**src/rtl/regfile_mp_sb.sv**
```systemverilog
// Multi-read-port register file with write bypass, optional hardwired-zero r0 and a
// per-register busy scoreboard for RAW/WAW hazard tracking between decode and writeback.
module regfile_mp_sb #(
  parameter int unsigned DATA_W   = 32,
  parameter int unsigned ADDR_W   = 5,
  parameter int unsigned NUM_RD   = 2,
  parameter int unsigned ZERO_REG = 1,
  parameter int unsigned BYPASS   = 1
) (
  input  logic                       clk,
  input  logic                       rst_n,
  input  logic [NUM_RD*ADDR_W-1:0]   rd_addr,
  output logic [NUM_RD*DATA_W-1:0]   rd_data,
  output logic [NUM_RD-1:0]          rd_ready,
  input  logic                       wr_en,
  input  logic [ADDR_W-1:0]          wr_addr,
  input  logic [DATA_W-1:0]          wr_data,
  input  logic                       rsv_en,
  input  logic [ADDR_W-1:0]          rsv_addr,
  output logic                       rsv_ok,
  output logic [ADDR_W:0]            busy_cnt
);

  localparam int unsigned       DEPTH     = 1 << ADDR_W;
  localparam bit                ZERO_EN   = (ZERO_REG != 0);
  localparam bit                BYP_EN    = (BYPASS != 0);
  localparam logic [ADDR_W-1:0] ADDR_ZERO = {ADDR_W{1'b0}};

  logic [DATA_W-1:0]        regs_q [DEPTH];
  logic [DEPTH-1:0]         busy_q, busy_d;
  logic [NUM_RD*DATA_W-1:0] rd_data_q, rd_data_d;
  logic [NUM_RD-1:0]        rd_ready_q, rd_ready_d;
  logic [ADDR_W:0]          busy_cnt_q, busy_cnt_d;
  logic                     wr_eff_s;
  logic                     rsv_ok_s;
  logic                     rsv_set_s;

  function automatic logic [ADDR_W:0] popcount(input logic [DEPTH-1:0] v);
    logic [ADDR_W:0] c;
    c = {(ADDR_W+1){1'b0}};
    for (int k = 0; k < DEPTH; k++) begin
      c = c + {{ADDR_W{1'b0}}, v[k]};
    end
    return c;
  endfunction

  // Effective write, reservation acceptance and next-state busy vector
  always_comb begin
    wr_eff_s = wr_en && !(ZERO_EN && (wr_addr == ADDR_ZERO));
    if (ZERO_EN && (rsv_addr == ADDR_ZERO)) begin
      rsv_ok_s  = rsv_en;
      rsv_set_s = 1'b0;
    end else begin
      // A write retiring the current producer frees the slot for the new one
      rsv_ok_s  = rsv_en && (!busy_q[rsv_addr] || (wr_en && (wr_addr == rsv_addr)));
      rsv_set_s = rsv_ok_s;
    end
    busy_d              = busy_q;
    busy_d[wr_addr]     = busy_d[wr_addr] & ~wr_eff_s;
    busy_d[rsv_addr]    = busy_d[rsv_addr] | rsv_set_s;
    busy_cnt_d          = popcount(busy_d);
  end

  // Per-port read data and readiness, with optional same-cycle write forwarding
  always_comb begin
    logic [ADDR_W-1:0] a;
    rd_data_d  = {(NUM_RD*DATA_W){1'b0}};
    rd_ready_d = {NUM_RD{1'b0}};
    a          = ADDR_ZERO;
    for (int i = 0; i < NUM_RD; i++) begin
      a = rd_addr[i*ADDR_W +: ADDR_W];
      if (ZERO_EN && (a == ADDR_ZERO)) begin
        rd_data_d[i*DATA_W +: DATA_W] = {DATA_W{1'b0}};
        rd_ready_d[i]                 = 1'b1;
      end else begin
        if (BYP_EN && wr_eff_s && (wr_addr == a)) begin
          rd_data_d[i*DATA_W +: DATA_W] = wr_data;
        end else begin
          rd_data_d[i*DATA_W +: DATA_W] = regs_q[a];
        end
        if (BYP_EN) begin
          rd_ready_d[i] = ~busy_d[a];
        end else begin
          rd_ready_d[i] = ~busy_q[a];
        end
      end
    end
  end

  // Register array storage
  always_ff @(posedge clk or negedge rst_n) begin
    if (!rst_n) begin
      for (int k = 0; k < DEPTH; k++) begin
        regs_q[k] <= {DATA_W{1'b0}};
      end
    end else if (wr_eff_s) begin
      regs_q[wr_addr] <= wr_data;
    end
  end

  // Scoreboard state and registered read outputs
  always_ff @(posedge clk or negedge rst_n) begin
    if (!rst_n) begin
      busy_q     <= {DEPTH{1'b0}};
      rd_data_q  <= {(NUM_RD*DATA_W){1'b0}};
      rd_ready_q <= {NUM_RD{1'b0}};
      busy_cnt_q <= {(ADDR_W+1){1'b0}};
    end else begin
      busy_q     <= busy_d;
      rd_data_q  <= rd_data_d;
      rd_ready_q <= rd_ready_d;
      busy_cnt_q <= busy_cnt_d;
    end
  end

  assign rd_data  = rd_data_q;
  assign rd_ready = rd_ready_q;
  assign busy_cnt = busy_cnt_q;
  assign rsv_ok   = rsv_ok_s;

endmodule

```
**config.mk**
```make
export PLATFORM = sky130hd
export DESIGN_NAME = regfile_mp_sb
export DESIGN_NICKNAME = d
export VERILOG_FILES = /design/src/rtl/regfile_mp_sb.sv
export SDC_FILE = /design/constraint.sdc
export NUM_CORES = 2
export LEC_CHECK = 0
export CORE_AREA = 2 2 338 340
export DETAILED_ROUTE_END_ITERATION = 12
export DIE_AREA = 0 0 340 342
export GPL_TIMING_DRIVEN = 0
export PLACE_DENSITY_LB_ADDON = 0.1
export SYNTH_ARGS = -nofsm -noshare
export SYNTH_HDL_FRONTEND = slang
export SYNTH_SLANG_ARGS = --single-unit
```
**constraint.sdc**
```tcl
create_clock -name clk -period 8.39 [get_ports clk]
set_input_delay 2.517 -clock clk [delete_from_list [all_inputs] [get_ports clk]]
set_output_delay 2.517 -clock clk [all_outputs]
set_load 0.02 [all_outputs]
```
==> summary.md <==
| Metric | Value |
|---|---|
| Kind of critical path | primary input to flop |
| Required time of the worst setup path | 9.03 ns |
| Post-route insts no fill | 6,117 |
| Most Frequent Cell on Critical Path | sky130_fd_sc_hd__fa_1 |
| Cell area after synthesis | 61,630 sq um |
| DRT antenna net count | 0 |
| Depth of the most critical reg-to-reg path | 27 |
| Clk pwr share | between 20% and 30% |
| Vias after detailed routing | around 46,000 |
| Share of flip-flops with an asynchronous set or reset | 100.0% |
| Aggregate routed wire length | 269,000 um |
| Total power divided by cell area | around 280 nW/um^2 |
| DRT iter0 DRCs | about 7,000 |
| Max-cap check violation count | 22 |
| Net switching power of the design | 6524 uW |
| RSZ-0062 raised after global routing | true |
| Synthesized area per cell | approximately 15 sq um |
| Cell type contributing the most total cell area after synthesis | sky130_fd_sc_hd__dfrtp_1 |
| Post-route minimum period | 9.001 ns |
| Slowest stage cell, crit path | sky130_fd_sc_hd__fa_2 |
| Buffers from clock root to sink, at most | 3 |
| Gate Count Post-Synth | 4,180 |
| Most common library cells after synthesis | 1,128 x sky130_fd_sc_hd__dfrtp_1, 998 x sky130_fd_sc_hd__mux2_2, 601 x sky130_fd_sc_hd__mux4_2 |
| Die ar. | 116,300 sq um |
| Share of the synthesized area in the top cell type | ~46% |
| Part of the power in registers | between 30% and 40% |
| Worst Setup Slack, final | -0.6109 ns |
| Hold Fails Final Rpt | 0 |
| Total negative slack | -2.586 ns |
| Worst hold path cell count | 1 |
| Num rows | between 100 and 150 |
| Area growth syn-to-layout | 14.54% |
| DRC | 0 |
| Leading register cell type out of synthesis | sky130_fd_sc_hd__dfrtp_1 |
| Fraction of power consumed by combinational cells | approximately a third |
| Vias in the first global route | about 44,000 |
| Post-detailed-route wirelength per cell | between 40 and 50 um |
| Register bit count reported by yosys | around 1,100 |
| Max FO, Critical Path | 5 |
| Leading cell type by number of instances after synthesis | sky130_fd_sc_hd__dfrtp_1 |
| Total of warnings raised by yosys | 0 |
| Number of distinct library cells after synthesis | 82 |
| TritonCTS Sinks | 1,128 |
| Estimated wirelength of the detail-placed design | around 170,000 um |
| Average via count per standard cell | about 7.5 |
| Post-route design area | 70,580 sq um |
| Worst-case hold slack | 0.4788 ns |
| Failing checks | capacitance limit, slew limit, setup timing |
| Run status | finished with violations |
| Clock tree from TritonCTS | built |
| Leakage power of the design | 0.02991 uW |
| Antenna violations before repair | 21 |
| Tot GR Track Use | ~46% |
| Instance area at placement | between 60,000 and 70,000 sq um |
| Count of flip-flops with a built-in enable after synthesis | 0 |
| Top achievable clock speed | ~110 MHz |
| Fraction of layout instances using a drive strength above 1 | a little under half |
| Worst path depth | 29 |
| Fraction of the cycle the final worst path needs | 107.3% |
| Count of buffers from port buffering | 120 |
| Top-level port count | approximately 130 |
| Maximum level of the CTS H-tree | 3 |
| Core box area | 113,100 sq um |
| Seq/Total Area, Yosys | 45.80% |
| Placed insts | 5,828 |
| Synth Net Count | around 4,300 |
| Number of setup violations in the final report | 5 |
| Maximum resistive drop on vdd | approximately 0.73 mV |
| Clk Tree Root Cell | sky130_fd_sc_hd__clkbuf_16 |
| Worst-Skew Late Latency | 0.77 ns |
| Worst setup SP type | primary input |
| Family of cells with the greatest summed delay on the critical path | adder cells |
| Die height | between 300 and 400 um |
| Detailed-router iteration count before antenna repair | 8 |
| Max-slew violation count | between 200 and 250 |
| Die Wd | 340 um |
| Maximum number of pins on one net before global-route repair | 173 |
| Routability congestion estimate from global placement | just over 1 |
| Remaining global-route overflow | 0 |
| Data arrival time of the worst path | 9.64 ns |
| Net count reported at finish | 4,581 |
| Max-slew headroom at the worst pin | -10.17% |
| Global-route wire length before repair | around 360,000 um |
| Inserted Clock Buffers | between 100 and 150 |
| CP bufs+invs | 10 |
| Largest cells by area after synthesis | sky130_fd_sc_hd__dfrtp_1 46%, sky130_fd_sc_hd__mux4_2 22%, sky130_fd_sc_hd__mux2_2 18% |
| Pin slew with the least headroom to its limit | roughly 1.7 ns |
| Highest cell delay on the worst timing path | between 0.5 and 0.6 ns |
| Maximum clock skew at final layout | roughly 0.026 ns |
| Endpoint kind of the worst setup timing path | flop |
| Switching Fraction | ~33% |
| Initial cell density of the core | 54.49% |
| Int Power | 13,500 uW |
| Worst min-delay path category | flop to flop |
| Clock transition at the register clock pins on the worst setup and hold paths after CTS | roughly 0.06 ns |
## sequential cells by signal (all words and copies together) (netlist names)
register and count:
busy_cnt 6, rd_ready 2, rd_data 64, busy_q 32, regs_q 1024
## cell families after synthesis
group / after synthesis / synth area share (%)
AOI/OAI and AO/OA: 355 / 4.046
muxes: 1757 / 42.78
and+or+nand+nor: 375 / 2.966
adders and majority gates: 31 / 0.9218
DFF: 1128 / 45.80
buffers and inverters: 516 / 3.230
xor gates and xnor gates: 18 / 0.2558
## stage by stage
step	setup WS (ns)	power, uW	utilization [%]
2_1_floorplan	-0.7965	11680	-
3_3_place_gp	-47.73	13570	57.30
3_5_place_dp	-3.049	13670	57.76
4_1_cts	-0.6257	19620	62.11
5_1_grt	-0.7657	20850	62.38
6_report	-0.6109	20030	62.41
## layout by cell type, fill, tap and decap left out, types with 16 or more instances in the layout
master                            count
sky130_fd_sc_hd__clkinv_2            30
sky130_fd_sc_hd__clkbuf_2            80
sky130_fd_sc_hd__nor3_1              16
sky130_fd_sc_hd__mux4_2             601
sky130_fd_sc_hd__clkbuf_16          123
sky130_fd_sc_hd__mux2i_1            155
sky130_fd_sc_hd__clkdlybuf4s50_1    111
sky130_fd_sc_hd__inv_1               43
sky130_fd_sc_hd__clkbuf_8            32
sky130_fd_sc_hd__and2_1              38
sky130_fd_sc_hd__buf_2               53
sky130_fd_sc_hd__buf_4               61
sky130_fd_sc_hd__fa_1                21
sky130_fd_sc_hd__nand2_1             76
sky130_fd_sc_hd__a211oi_1           122
sky130_fd_sc_hd__nor2_1             135
sky130_fd_sc_hd__clkbuf_1           296
sky130_fd_sc_hd__o21ai_0             31
sky130_fd_sc_hd__buf_1               25
sky130_fd_sc_hd__a21oi_1             63
sky130_fd_sc_hd__mux2_2             998
sky130_fd_sc_hd__a31oi_1             18
sky130_fd_sc_hd__dfrtp_1           1128
## final cells by class
class                      instances  area, sq um
timing repair buffer             202         2157
antenna                           11        27.53
tap                             1512         1892
sequential                      1128        28230
inverter                          53        198.9
multi-input combinational       2536        31930
clock buffer                     173         3536
fill                            8613        42520
buffer                           452         2090
clock inverter                    50        529.3
## worst paths after layout
check | start | endpoint | slack [ns]
worst min register to register | regs_q[1016] | regs_q[1016] | 0.48
min in group asynchronous | rst_n | busy_q[30] | 1.60
max in group asynchronous | rst_n | regs_q[933] | 4.20
worst min-delay path | regs_q[1016] | regs_q[1016] | 0.48
worst max-delay path | wr_addr[2] | busy_cnt[4] | -0.61
worst max register to register | busy_q[1] | busy_cnt[4] | 0.98
## power groups by stage
stage	sequential (uW)	clock [uW]	combinational [uW]
after floorplan	7250	0	4430
after CTS	7330	5590	6700
after global placement	7420	0	6150
after detailed placement	7410	0	6260
after global routing	7480	5800	7560
final	7380	5620	7030
## per-layer routing
metal	track usage [%]	share of wire, %
met4	31.73	8.5
met5	1.797	0.16
met1	58.63	35
met3	22.05	15
met2	63.14	41
## timing repair
| action | CTS | global route |
|---|---|---|
| pin swaps | 46 | 35 |
| hold buffers | 0 | 0 |
| setup endpoints to repair | 7 | 6 |
| gates cloned | 2 | 0 |
| gates resized for setup | 163 | 43 |
| setup buffers | 46 | 15 |
Note: power is estimated with default switching activity, not from simulation.
